===== src/rtl/sprite_pkg.sv =====
// Shared types and constants for the character sprite pipeline.
package sprite_pkg;

   typedef enum logic {
      IDLE = 1'b0,
      WALK = 1'b1
   } anim_state_t;

   localparam int unsigned SPR_W_DEF = 32;
   localparam int unsigned SPR_H_DEF = 48;

   localparam logic [1:0] FRAME_STAND = 2'd0;
   localparam logic [1:0] FRAME_WALK1 = 2'd1;

endpackage


===== src/rtl/vsync_edge.sv =====
// Two-flop synchronizer for an asynchronous level, plus a one-cycle pulse
// on its synchronized rising edge.
module vsync_edge (
   input  logic Clk,
   input  logic Reset,
   input  logic async_in,
   output logic tick
);

   logic r_sync1;
   logic r_sync2;
   logic r_sync3;

   always_ff @(posedge Clk or posedge Reset) begin
      if (Reset) begin
         r_sync1 <= 1'b0;
         r_sync2 <= 1'b0;
         r_sync3 <= 1'b0;
      end else begin
         r_sync1 <= async_in;
         r_sync2 <= r_sync1;
         r_sync3 <= r_sync2;
      end
   end

   assign tick = r_sync2 & ~r_sync3;

endmodule


===== src/rtl/sprite_anim_sequencer.sv =====
// Per-pixel sprite ROM addressing, ROM-latency realignment and walk-cycle
// animation stepped on vertical-sync boundaries.
module sprite_anim_sequencer
   import sprite_pkg::*;
#(
   parameter int unsigned SPR_W       = SPR_W_DEF,
   parameter int unsigned SPR_H       = SPR_H_DEF,
   parameter int unsigned ADDR_W      = 11,
   parameter int unsigned HOLD_FRAMES = 6,
   parameter int unsigned NUM_WALK    = 3
) (
   input  logic              Clk,
   input  logic              Reset,
   input  logic              frame_clk,
   input  logic              moving,
   input  logic              facing_left,
   input  logic [9:0]        sprite_x,
   input  logic [9:0]        sprite_y,
   input  logic [9:0]        DrawX,
   input  logic [9:0]        DrawY,
   output logic [ADDR_W-1:0] rom_addr,
   output logic [1:0]        frame_sel,
   input  logic [1:0]        rom_data,
   output logic              sprite_on,
   output logic [1:0]        sprite_pixel
);

   localparam int unsigned COL_W  = $clog2(SPR_W);
   localparam int unsigned HOLD_W = (HOLD_FRAMES > 1) ? $clog2(HOLD_FRAMES) : 1;

   logic                    w_tick;
   logic signed [10:0]      w_dx;
   logic signed [10:0]      w_dy;
   logic                    w_inside;
   logic [COL_W-1:0]        w_col;
   logic [ADDR_W-1:0]       w_addr;

   logic [ADDR_W-1:0]       r_addr;
   logic                    r_inside_d;
   logic                    r_on;
   logic [1:0]              r_pixel;
   logic                    r_facing;

   anim_state_t             r_state;
   anim_state_t             w_state_nxt;
   logic [HOLD_W-1:0]       r_hold;
   logic [HOLD_W-1:0]       w_hold_nxt;
   logic [1:0]              r_frame;
   logic [1:0]              w_frame_nxt;

   vsync_edge u_vsync_edge (
      .Clk      (Clk),
      .Reset    (Reset),
      .async_in (frame_clk),
      .tick     (w_tick)
   );

   // Zero-extended 11-bit subtraction: a draw position left of or above the
   // origin shows up as a set sign bit and is rejected, never wrapped inside.
   assign w_dx = $signed({1'b0, DrawX}) - $signed({1'b0, sprite_x});
   assign w_dy = $signed({1'b0, DrawY}) - $signed({1'b0, sprite_y});

   assign w_inside = (w_dx[10] == 1'b0) && (w_dx[9:0] < 10'(SPR_W)) &&
                     (w_dy[10] == 1'b0) && (w_dy[9:0] < 10'(SPR_H));

   assign w_col  = r_facing ? (COL_W'(SPR_W - 1) - w_dx[COL_W-1:0]) : w_dx[COL_W-1:0];
   assign w_addr = (ADDR_W'(w_dy[9:0]) << COL_W) | ADDR_W'(w_col);

   always_ff @(posedge Clk or posedge Reset) begin
      if (Reset) begin
         r_addr     <= '0;
         r_inside_d <= 1'b0;
         r_on       <= 1'b0;
         r_pixel    <= '0;
      end else begin
         r_addr     <= w_inside ? w_addr : '0;
         r_inside_d <= w_inside;
         r_pixel    <= rom_data;
         r_on       <= r_inside_d && (rom_data != 2'd0);
      end
   end

   always_ff @(posedge Clk or posedge Reset) begin
      if (Reset) begin
         r_state  <= IDLE;
         r_hold   <= '0;
         r_frame  <= FRAME_STAND;
         r_facing <= 1'b0;
      end else begin
         r_state  <= w_state_nxt;
         r_hold   <= w_hold_nxt;
         r_frame  <= w_frame_nxt;
         if (w_tick) begin
            r_facing <= facing_left;
         end
      end
   end

   always_comb begin
      w_state_nxt = r_state;
      w_hold_nxt  = r_hold;
      w_frame_nxt = r_frame;
      if (w_tick) begin
         case (r_state)
            IDLE: begin
               if (moving) begin
                  w_state_nxt = WALK;
                  w_frame_nxt = FRAME_WALK1;
                  w_hold_nxt  = '0;
               end
            end
            WALK: begin
               if (!moving) begin
                  w_state_nxt = IDLE;
                  w_frame_nxt = FRAME_STAND;
                  w_hold_nxt  = '0;
               end else if (r_hold == HOLD_W'(HOLD_FRAMES - 1)) begin
                  w_hold_nxt  = '0;
                  w_frame_nxt = (r_frame == 2'(NUM_WALK)) ? FRAME_WALK1 : r_frame + 2'd1;
               end else begin
                  w_hold_nxt  = r_hold + HOLD_W'(1);
               end
            end
            default: begin
               w_state_nxt = IDLE;
               w_frame_nxt = FRAME_STAND;
               w_hold_nxt  = '0;
            end
         endcase
      end
   end

   always_comb begin
      frame_sel    = (r_state == WALK) ? r_frame : FRAME_STAND;
      rom_addr     = r_addr;
      sprite_on    = r_on;
      sprite_pixel = r_pixel;
   end

endmodule


===== config.mk =====
export PLATFORM = sky130hd
export DESIGN_NAME = sprite_anim_sequencer
export DESIGN_NICKNAME = d
export VERILOG_FILES = /design/src/rtl/sprite_pkg.sv /design/src/rtl/vsync_edge.sv /design/src/rtl/sprite_anim_sequencer.sv
export SDC_FILE = /design/constraint.sdc
export NUM_CORES = 1
export LEC_CHECK = 0
export ABC_AREA = 1
export CELL_PAD_IN_SITES_DETAIL_PLACEMENT = 0
export CELL_PAD_IN_SITES_GLOBAL_PLACEMENT = 1
export CORE_ASPECT_RATIO = 0.75
export CORE_MARGIN = 1.5
export CORE_UTILIZATION = 36
export CTS_CLUSTER_DIAMETER = 120
export CTS_CLUSTER_SIZE = 16
export DETAILED_ROUTE_END_ITERATION = 10
export GPL_ROUTABILITY_DRIVEN = 0
export PLACE_DENSITY_LB_ADDON = 0.1
export RECOVER_POWER = 50
export SLEW_MARGIN = 20
export SYNTH_ARGS = -nofsm -noshare
export SYNTH_HDL_FRONTEND = slang
export SYNTH_HIERARCHICAL = 1
export SYNTH_SLANG_ARGS = --single-unit

===== constraint.sdc =====
create_clock -name Clk -period 2.6 [get_ports Clk]
set_input_delay 0.78 -clock Clk [delete_from_list [all_inputs] [get_ports Clk]]
set_output_delay 0.78 -clock Clk [all_outputs]
set_load 0.01 [all_outputs]

# Word-level counts from Yosys, hierarchy flattened
# Cells that the tools add are included.
# word_totals
ff_bits,25
in_bits,47
out_inout_bits,16
word_cells,48
# op_classes
add_sub_neg,5
magnitude_cmp,2
eq_ne,4
mux,13
bitwise_logic,6
n_reduce_logical,7
# op_table
op,count
10-bit by 10-bit subtractor with 11-bit output,2
"10-bit by 6-bit less-than comparator with 1-bit output, second input constant",2
11-bit two-way mux,1
11-bit by 5-bit bitwise OR with 11-bit output,1
2-bit two-way mux,5
3-bit two-way mux,3
3-bit case mux with 2 select lines,1
5-bit two-way mux,1
"5-bit subtractor, first input constant",1
1-bit logical AND,4
1-bit inverter,4
2-bit case mux with 2 select lines,1
"3-bit by 1-bit adder with 3-bit output, second input constant",1
"3-bit == test, second input constant",1
"3-bit by 2-bit != test with 1-bit output, second input constant",1
3-bit AND reduction,1
"2-bit by 1-bit adder with 2-bit output, second input constant",1
"2-bit == test, second input constant",1
"2-bit != test, second input constant",1
2-bit AND reduction,1
2-bit nonzero test,1
1-bit AND,1
1-bit two-way mux,1

# Longest topological paths before layout
# Gate-level depths: netlist of the first run.
# logic_depth
word_depth,6
depth_mapped,16
mapped_depth_nobuf,15

# By module
# Netlist of the first run, hierarchy kept.
# by_module_without_submodules
mod,n_inst,cells_per_inst,area_per_inst_um2,seq_area_each_um2
sprite_anim_sequencer,1,304,2082.0,550.5
vsync_edge,1,6,88.8,75.1

# Least setup slack after synthesis of the first run
# No wires, ideal clock.
# synth_path
kind,input to register
startpoint,input DrawX[0]
endpoint,register r_addr[2] (netlist: rom_addr[2])
setup_ns,0.069
t_arrival_ns,2.339
required_time_ns,2.531
setup_slack_ns,0.192
cell_stages,16
n_path_buf,1
cell_sequence,inv_1 > ha_1 > inv_1 > fa_1 > nand3_1 > nand3_2 > nand2_1 > nand2_1 > nand2_1 > nand2_1 > nor2_1 > nand2_1 > nor2_2 > nand4_2 > buf_6 > nor2_2
# synth_via
elab_chain_cells,6
# synth_rtl
item,line_no,text
"start, declared",sprite_anim_sequencer.sv:19,"input logic [9:0] DrawX,"
10-bit by 10-bit subtractor with 11-bit output *,sprite_anim_sequencer.sv:60,"assign w_dx = $signed({1'b0, DrawX}) - $signed({1'b0, sprite_x});"
10-bit by 6-bit less-than comparator with 1-bit output or 1-bit inverter (tied branches),sprite_anim_sequencer.sv:63,assign w_inside = (w_dx[10] == 1'b0) && (w_dx[9:0] < 10'(SPR_W)) &&
1-bit logical AND (2 in series),sprite_anim_sequencer.sv:63,
1-bit logical AND,sprite_anim_sequencer.sv:64,(w_dy[10] == 1'b0) && (w_dy[9:0] < 10'(SPR_H));
11-bit two-way mux *,sprite_anim_sequencer.sv:76,r_addr <= w_inside ? w_addr : '0;
"end signal, assigned",sprite_anim_sequencer.sv:76,
"end, declared",sprite_anim_sequencer.sv:38,logic [ADDR_W-1:0] r_addr;
# Mark *: on every way between the ends. The rest lies on a longest branch, timed or not.
# A chain may end at the register's enable or synchronous reset.

# Worst setup path in the final report of the first run
# layout_path
startpoint,input sprite_y[4]
endpoint,register r_addr[1] (netlist: rom_addr[1])
# layout_via
elab_chain_cells,5
# layout_rtl
item,line_no,text
"start, declared",sprite_anim_sequencer.sv:18,"input logic [9:0] sprite_y,"
10-bit by 10-bit subtractor with 11-bit output *,sprite_anim_sequencer.sv:61,"assign w_dy = $signed({1'b0, DrawY}) - $signed({1'b0, sprite_y});"
"parallel branches: the longest is 2 deep, another holds 10-bit by 6-bit less-than comparator with 1-bit output",-,
1-bit logical AND *,sprite_anim_sequencer.sv:64,
11-bit two-way mux *,sprite_anim_sequencer.sv:76,
# Every way passes the cells marked *.

==> reports/results.tsv, run 1 <==
metric	value	unit
status	complete, no violations	
CTS Buf Count	3	
Vias	2197	
Warnings, synthesis	6	
Worst path top cell family by delay	simple AND/OR/NAND/NOR gates	
crit path kind	primary input to register	
number of global-route vias before repair	1893	
fmax	400	MHz
Final setup viols	0	
grt total ovfl	0	
Worst Setup Start Kind	primary input	
type of the tightest min-delay check	register to register	
Initial Utilization	37.3	%
fraction of registers with async set/reset	100	%
n_diodes	0	
I/O Pins	63	
Syn Area/Cell	7.00	µm²
CTS root buffer	clkbuf_8	
actual slew at the worst max-slew pin	1.16	ns
DP HPWL	4.03	mm
area grow syn2layout	69.8	%
# nets final	488	
Post-synth EDFFs	0	
R2R setup slack	1.12	ns
Worst Path Max Fanout	6	
Die Span Y	70.3	µm
Peak supply drop	175	µV
cts-stage hold buffer count	0	
Final Cycle Share	96.2	%
Die ar.	0.00651	mm²
Power Total	1.35	mW
Slew HR	22.5	%
share of layout cells above drive strength 1	35.7	%
via/cell ratio	4.44	
TritonCTS clock tree	yes	
worst hold slack	0.368	ns
Slew Limit Fails	0	
Port Buf Inserts	62	
largest stage delay on the critical path	0.45	ns
largest net degree at the start of global routing	23	
Seq/Total Area, Yosys	28.8	%
Lkg Pwr	1.93	nW
clock-pin slew on the worst setup and hold paths	0.08	ns
final core occ	63.3	%
Fin. Hold Viols	0	
Post-Syn Area	0.00217	mm²
H-Tree Depth	1	
Critical-path top delay cell	clkdlybuf4s50_1	
Most used DFF post-synth	dfrtp_1	
DRT iter0 DRCs	67	
Data required, critical path	2.81	ns
Die Width	92.7	µm
crit path DAT	2.71	ns
initial antenna violation count	0	
Placed Area	0.00313	mm²
minimum clock period	2.50	ns
# Max-Cap Violations	0	
CP Buf/Inv Count	4	
Syn Nets	380	
first-pass GRT wire length	8.39	mm
maximum clock insertion buffer count	2	
Initial DRT Pass Iterations	4	
Worst Setup End Kind	register	
Layout fillers	530	
Routed Antenna Nets	0	
Yosys reg bits	25	
# rows	24	
most used cell, CP	nand2_1	
DR WL/cell	10.9	µm
PD cells	366	mW/mm²
Clk Latency, worst-skew pair	0.27	ns
Syn Inst Count	310	
Synth cell types	27	
Clock Sinks	25	
GRT Resource Usage Total	15.9	%
clk_skew	0.00646	ns
critical-path cell list	clkdlybuf4s50_1 > inv_1 > ha_4 > nand2_4 > inv_2 > a21oi_2 > nand2_1 > nand2_1 > nand2_1 > nor2_1 > nand2_1 > nor2_2 > nand4_4 > clkbuf_16 > nor2_4	
Total Wirelength	5.37	mm
design area	0.00369	mm²
core area	0.00583	mm²
DRC viols	0	
## registers in the layout, indices dropped and copies added, names as in the netlist
name and flops:
r_state 1, r_facing 1, sprite_on 1, r_frame 2, u_vsync_edge/r_sync2 1, r_hold 3, r_inside_d 1, sprite_pixel 2
u_vsync_edge/r_sync1 1, rom_addr 11, u_vsync_edge/r_sync3 1
## path summary, 6_finish.rpt
path	from	end	depth (start not counted)
max in group asynchronous	Reset	rom_addr[3]	3
setup / recovery	sprite_y[4]	rom_addr[1]	15
hold reg to reg	u_vsync_edge/r_sync1	u_vsync_edge/r_sync2	0
hold / removal	u_vsync_edge/r_sync1	u_vsync_edge/r_sync2	0
setup reg to reg	u_vsync_edge/r_sync3	r_frame[1]	7
min in group asynchronous	Reset	u_vsync_edge/r_sync1	2
## power breakdown
| part | internal (mW) | switching [mW] |
|---|---|---|
| Clock | 0.109 | 0.126 |
| Sequential | 0.424 | 0.0287 |
| Combinational | 0.336 | 0.327 |
## synth_stat cells (2+ instances only)
cell       n  area [µm²]
a21oi_1   12        60.1
buf_6      2        22.5
dfrtp_1   25         626
fa_1       2        40.0
ha_1      21         263
inv_1     73         274
nand2_1   88         330
nand2_2    5        31.3
nand3_1   18        90.1
nand3_2    3        30.0
nand3b_1   2        15.0
nand4_1    3        18.8
nand4_2    2        25.0
nor2_1    15        56.3
nor2_2    12        75.1
nor2_4     2        22.5
o21ai_0    4        20.0
o21bai_1   2        15.0
xnor2_1    9        78.8
xor2_1     3        26.3
## kinds of logic after synthesis
family                     after synthesis  synth area share, %
and+or+nand+nor                        151                 32.3
buffers and inverters                   76                 13.8
DFF                                     25                 28.8
adders and majority gates               23                 13.9
AOI/OAI and AO/OA                       22                 5.76
xor gates and xnor gates                12                 4.84
muxes                                    1                0.519
## per-layer routing
layer  part of all wire [%]  vias to the layer above  global-route usage (%)  wire length (µm)
met5                      0                        -                       0                 0
li1                       -                     1155                       -                 -
met3                    4.7                        4                    1.63               252
met1                     50                      987                    24.0              2700
met2                     44                       51                    23.7              2370
met4                   0.89                        0                    4.55                48
## layout by cell type (no fill, tap or decap), types with 3 or more instances in the layout
cell             count
clkdlybuf4s50_1     44
o21ai_0              4
dfrtp_1             25
a21oi_2              4
ha_1                 4
nor2_1               9
nand3_1             11
clkbuf_8             3
dlygate4sd3_1        5
ha_4                15
nand2_4              5
nand3_2              9
dlymetal6s2s_1      11
nor2_2              13
inv_2               15
a21oi_1              9
buf_4               39
nand2_1             64
xnor2_1              9
nor2_4               7
inv_1               59
xor2_1               3
nand2_2             24
nand4_1              3
## through the flow
stage	setup WS [ns]	std cells	setup TNS (ns)
3_5_place_dp	-0.369	482	-4.20
2_1_floorplan	0.192	310	0
6_report	0.0985	495	0
4_1_cts	-0.000424	488	-0.000424
5_1_grt	-0.0255	495	-0.0255
3_3_place_gp	-0.293	482	-3.37
## cell type report
type	count	area (µm²)	area share (%)
Tap cell	78	97.6	2.65
Clock inverter	1	7.51	0.204
Multi-Input combinational cell	209	1650	44.6
Sequential cell	25	626	17.0
Clock buffer	3	41.3	1.12
Inverter	74	278	7.54
Timing Repair Buffer	105	991	26.9
## repair_timing
item,in CTS,in global routing
cloned,1,0
setup buffers,1,7
endpoints found under the setup margin,12,12
gates resized for setup,23,88
pin swaps,1,43
Power figures use the tool's default switching activity.
==> run 2, diff against run 1 <==
--- a/config.mk
+++ b/config.mk
@@ -6,18 +6,16 @@
 export NUM_CORES = 1
 export LEC_CHECK = 0
 export ABC_AREA = 1
-export CELL_PAD_IN_SITES_DETAIL_PLACEMENT = 0
-export CELL_PAD_IN_SITES_GLOBAL_PLACEMENT = 1
 export CORE_ASPECT_RATIO = 0.75
-export CORE_MARGIN = 1.5
-export CORE_UTILIZATION = 36
+export CORE_MARGIN = 10
+export CORE_UTILIZATION = 40
 export CTS_CLUSTER_DIAMETER = 120
 export CTS_CLUSTER_SIZE = 16
 export DETAILED_ROUTE_END_ITERATION = 10
 export GPL_ROUTABILITY_DRIVEN = 0
-export PLACE_DENSITY_LB_ADDON = 0.1
+export PLACE_DENSITY = 0.69
 export RECOVER_POWER = 50
-export SLEW_MARGIN = 20
+export SLEW_MARGIN = 15
 export SYNTH_ARGS = -nofsm -noshare
 export SYNTH_HDL_FRONTEND = slang
 export SYNTH_HIERARCHICAL = 1
==> reports/results.tsv, run 2 (synthesis results as in run 1) <==
metric	value	unit	change
# rows	23		was 24
Power Total	1.30	mW	was 1.35 mW
largest net degree at the start of global routing	23		unchanged
Fin. Hold Viols	0		unchanged
Port Buf Inserts	62		unchanged
Die ar.	0.00880	mm²	was 0.00651 mm²
Final Cycle Share	98.2	%	was 96.2%
Initial DRT Pass Iterations	4		unchanged
worst r2r src	u_vsync_edge/r_sync3		unchanged
DRC viols	0		unchanged
critical-path cell list	clkdlybuf4s50_1 > inv_1 > ha_1 > nand2_1 > inv_1 > a21oi_2 > nand3b_1 > nand2_1 > nand3_2 > nor2_4 > nand4_4 > clkbuf_16 > nor2_4		was clkdlybuf4s50_1 > inv_1 > ha_4 > nand2_4 > inv_2 > a21oi_2 > nand2_1 > nand2_1 > nand2_1 > nor2_1 > nand2_1 > nor2_2 > nand4_4 > clkbuf_16 > nor2_4
Reg power frac	34.8	%	was 33.5%
Clock Sinks	25		unchanged
commonest non-fill, non-tap cell in the layout	nand2_1		unchanged
Vias	2201		was 2197
dpl ws	-0.361	ns	was -0.369 ns
Die Width	105	µm	was 92.7 µm
R2R setup slack	1.08	ns	was 1.12 ns
fmax	392	MHz	was 400 MHz
via/cell ratio	4.52		was 4.44
Worst Setup Start Kind	primary input		unchanged
first-pass GRT wire length	8.32	mm	was 8.39 mm
number of global-route vias before repair	1963		was 1893
share of layout cells above drive strength 1	29.9	%	was 35.7%
crit path DAT	2.75	ns	was 2.71 ns
type of the tightest min-delay check	register to register		unchanged
crit path kind	primary input to register		unchanged
final core occ	67.1	%	was 63.3%
GRT Resource Usage Total	10.9	%	was 15.9%
Total Wirelength	5.73	mm	was 5.37 mm
number of flip-flops in the largest register	11		unchanged
I/O Pins	63		unchanged
CTS root buffer	clkbuf_8		unchanged
core area	0.00530	mm²	was 0.00583 mm²
internal power	0.845	mW	was 0.869 mW
fin cells	487		was 495
Worst R2R End	r_frame[1]		unchanged
Final setup viols	0		unchanged
maximum clock insertion buffer count	2		unchanged
Slew Limit Fails	0		unchanged
Routed Antenna Nets	0		unchanged
Worst Reg2Reg Path Length in Cells	7		unchanged
clock-pin slew on the worst setup and hold paths	0.08	ns	about the same
Clk pwr share	16.8	%	was 17.4%
area grow syn2layout	63.6	%	was 69.8%
Critical Path End	rom_addr[6]		was rom_addr[1]
status	complete, no violations		unchanged
H-Tree Depth	1		unchanged
Slew HR	25.4	%	was 22.5%
Data required, critical path	2.80	ns	was 2.81 ns
most frequent cells in the layout	nand2_1 (75), inv_1 (58), buf_4 (35), clkdlybuf4s50_1 (34), dfrtp_1 (25)		was nand2_1 (64), inv_1 (59), clkdlybuf4s50_1 (44), buf_4 (39), dfrtp_1 (25)
n_diodes	0		unchanged
Worst Path Max Fanout	6		unchanged
Peak supply drop	197	µV	was 175 µV
cts-stage hold buffer count	0		unchanged
clk_skew	0.00630	ns	was 0.00646 ns
largest stage delay on the critical path	0.45	ns	about the same
DP HPWL	4.36	mm	was 4.03 mm
DRT iter0 DRCs	78		was 67
DR WL/cell	11.8	µm	was 10.9 µm
Clk Latency, worst-skew pair	0.26	ns	was 0.27 ns
Layout fillers	455		was 530
critical path startpoint	sprite_y[6]		was sprite_y[4]
Lkg Pwr	1.99	nW	was 1.93 nW
CTS Buf Count	3		unchanged
setup_tns	0	ns	unchanged
grt total ovfl	0		unchanged
Worst Setup End Kind	register		unchanged
Sw Share	34.8	%	was 35.7%
# Max-Cap Violations	0		unchanged
actual slew at the worst max-slew pin	1.12	ns	was 1.16 ns
Setup WS post-layout	0.0464	ns	was 0.0985 ns
# nets final	483		was 488
switching pwr	0.451	mW	was 0.482 mW
Critical-path top delay cell	clkdlybuf4s50_1		unchanged
initial antenna violation count	0		unchanged
Die Span Y	83.8	µm	was 70.3 µm
PD cells	365	mW/mm²	was 366 mW/mm²
TritonCTS clock tree	yes		unchanged
Placed Instances	475		was 482
Initial Utilization	41.0	%	was 37.3%
minimum clock period	2.55	ns	was 2.50 ns
logic gate share of total power	48.4	%	was 49.1%
==> run 2: changes by cell type in the layout (fill, tap and decap cells not counted), sizes merged <==
cell / delta
dlymetal6s2s: +10
clkinv: +1
clkdlybuf4s50: -10
clkinvlp: -1
buf: -5
==> run 2: through the flow <==
stage,hold WS [ns],area [µm²]
global route,0.375,3550
floorplan,0.331,2170
detailed placement,0.340,3100
global placement,0.334,3100
CTS,0.359,3160
finish,0.362,3550
==> run 2: worst min-delay path by stage <==
| stage | from | endpoint | slack, ns | depth (start not counted) |
|---|---|---|---|---|
| floorplan | u_vsync_edge/r_sync1 | u_vsync_edge/r_sync2 | 0.33 | 0 |
| global placement | u_vsync_edge/r_sync1 | u_vsync_edge/r_sync2 | 0.33 | 0 |
| detailed placement | u_vsync_edge/r_sync1 | u_vsync_edge/r_sync2 | 0.34 | 0 |
| CTS | u_vsync_edge/r_sync1 | u_vsync_edge/r_sync2 | 0.36 | 0 |
| global route | u_vsync_edge/r_sync1 | u_vsync_edge/r_sync2 | 0.38 | 0 |
| finish | u_vsync_edge/r_sync1 | u_vsync_edge/r_sync2 | 0.36 | 0 |
==> run 2: final cells by class <==
class	count	area [µm²]	share of cell area [%]
Clock inverter	1	5.00	0.141
Tap cell	75	93.8	2.64
Timing Repair Buffer	100	975	27.4
Inverter	74	280	7.89
Clock buffer	3	41.3	1.16
Sequential cell	25	626	17.6
Multi-Input combinational cell	209	1530	43.1
==> run 2: critical path: cells and delay by family <==
family,cells,cell delay [ns]
adder cells (fa/ha/maj),1,0.33
AND/OR/NAND/NOR,7,0.72
AO/OA/AOI/OAI,1,0.17
buffers and inverters,4,0.76
==> run 2: timing repair <==
action,CTS,global route
pin swaps,0,30
resized for setup,5,88
setup buffers,0,8
gates cloned,0,1
endpoints found under the setup margin,12,12
==> run 2: power groups by stage <==
stage	Combinational, mW	Clock, mW	Sequential [mW]
5_1_grt	0.700	0.237	0.456
6_report	0.627	0.218	0.451
3_5_place_dp	0.533	0	0.459
4_1_cts	0.539	0.224	0.452
2_1_floorplan	0.329	0	0.450
3_3_place_gp	0.521	0	0.457
==> run 2: routing by layer <==
| metal | GRT usage [%] | share of wire [%] | wire length [µm] |
|---|---|---|---|
| met5 | 0 | 0 | 0 |
| met4 | 2.86 | 0.63 | 36 |
| met3 | 2.08 | 3.9 | 226 |
| met2 | 17.2 | 48 | 2740 |
| met1 | 14.6 | 48 | 2730 |
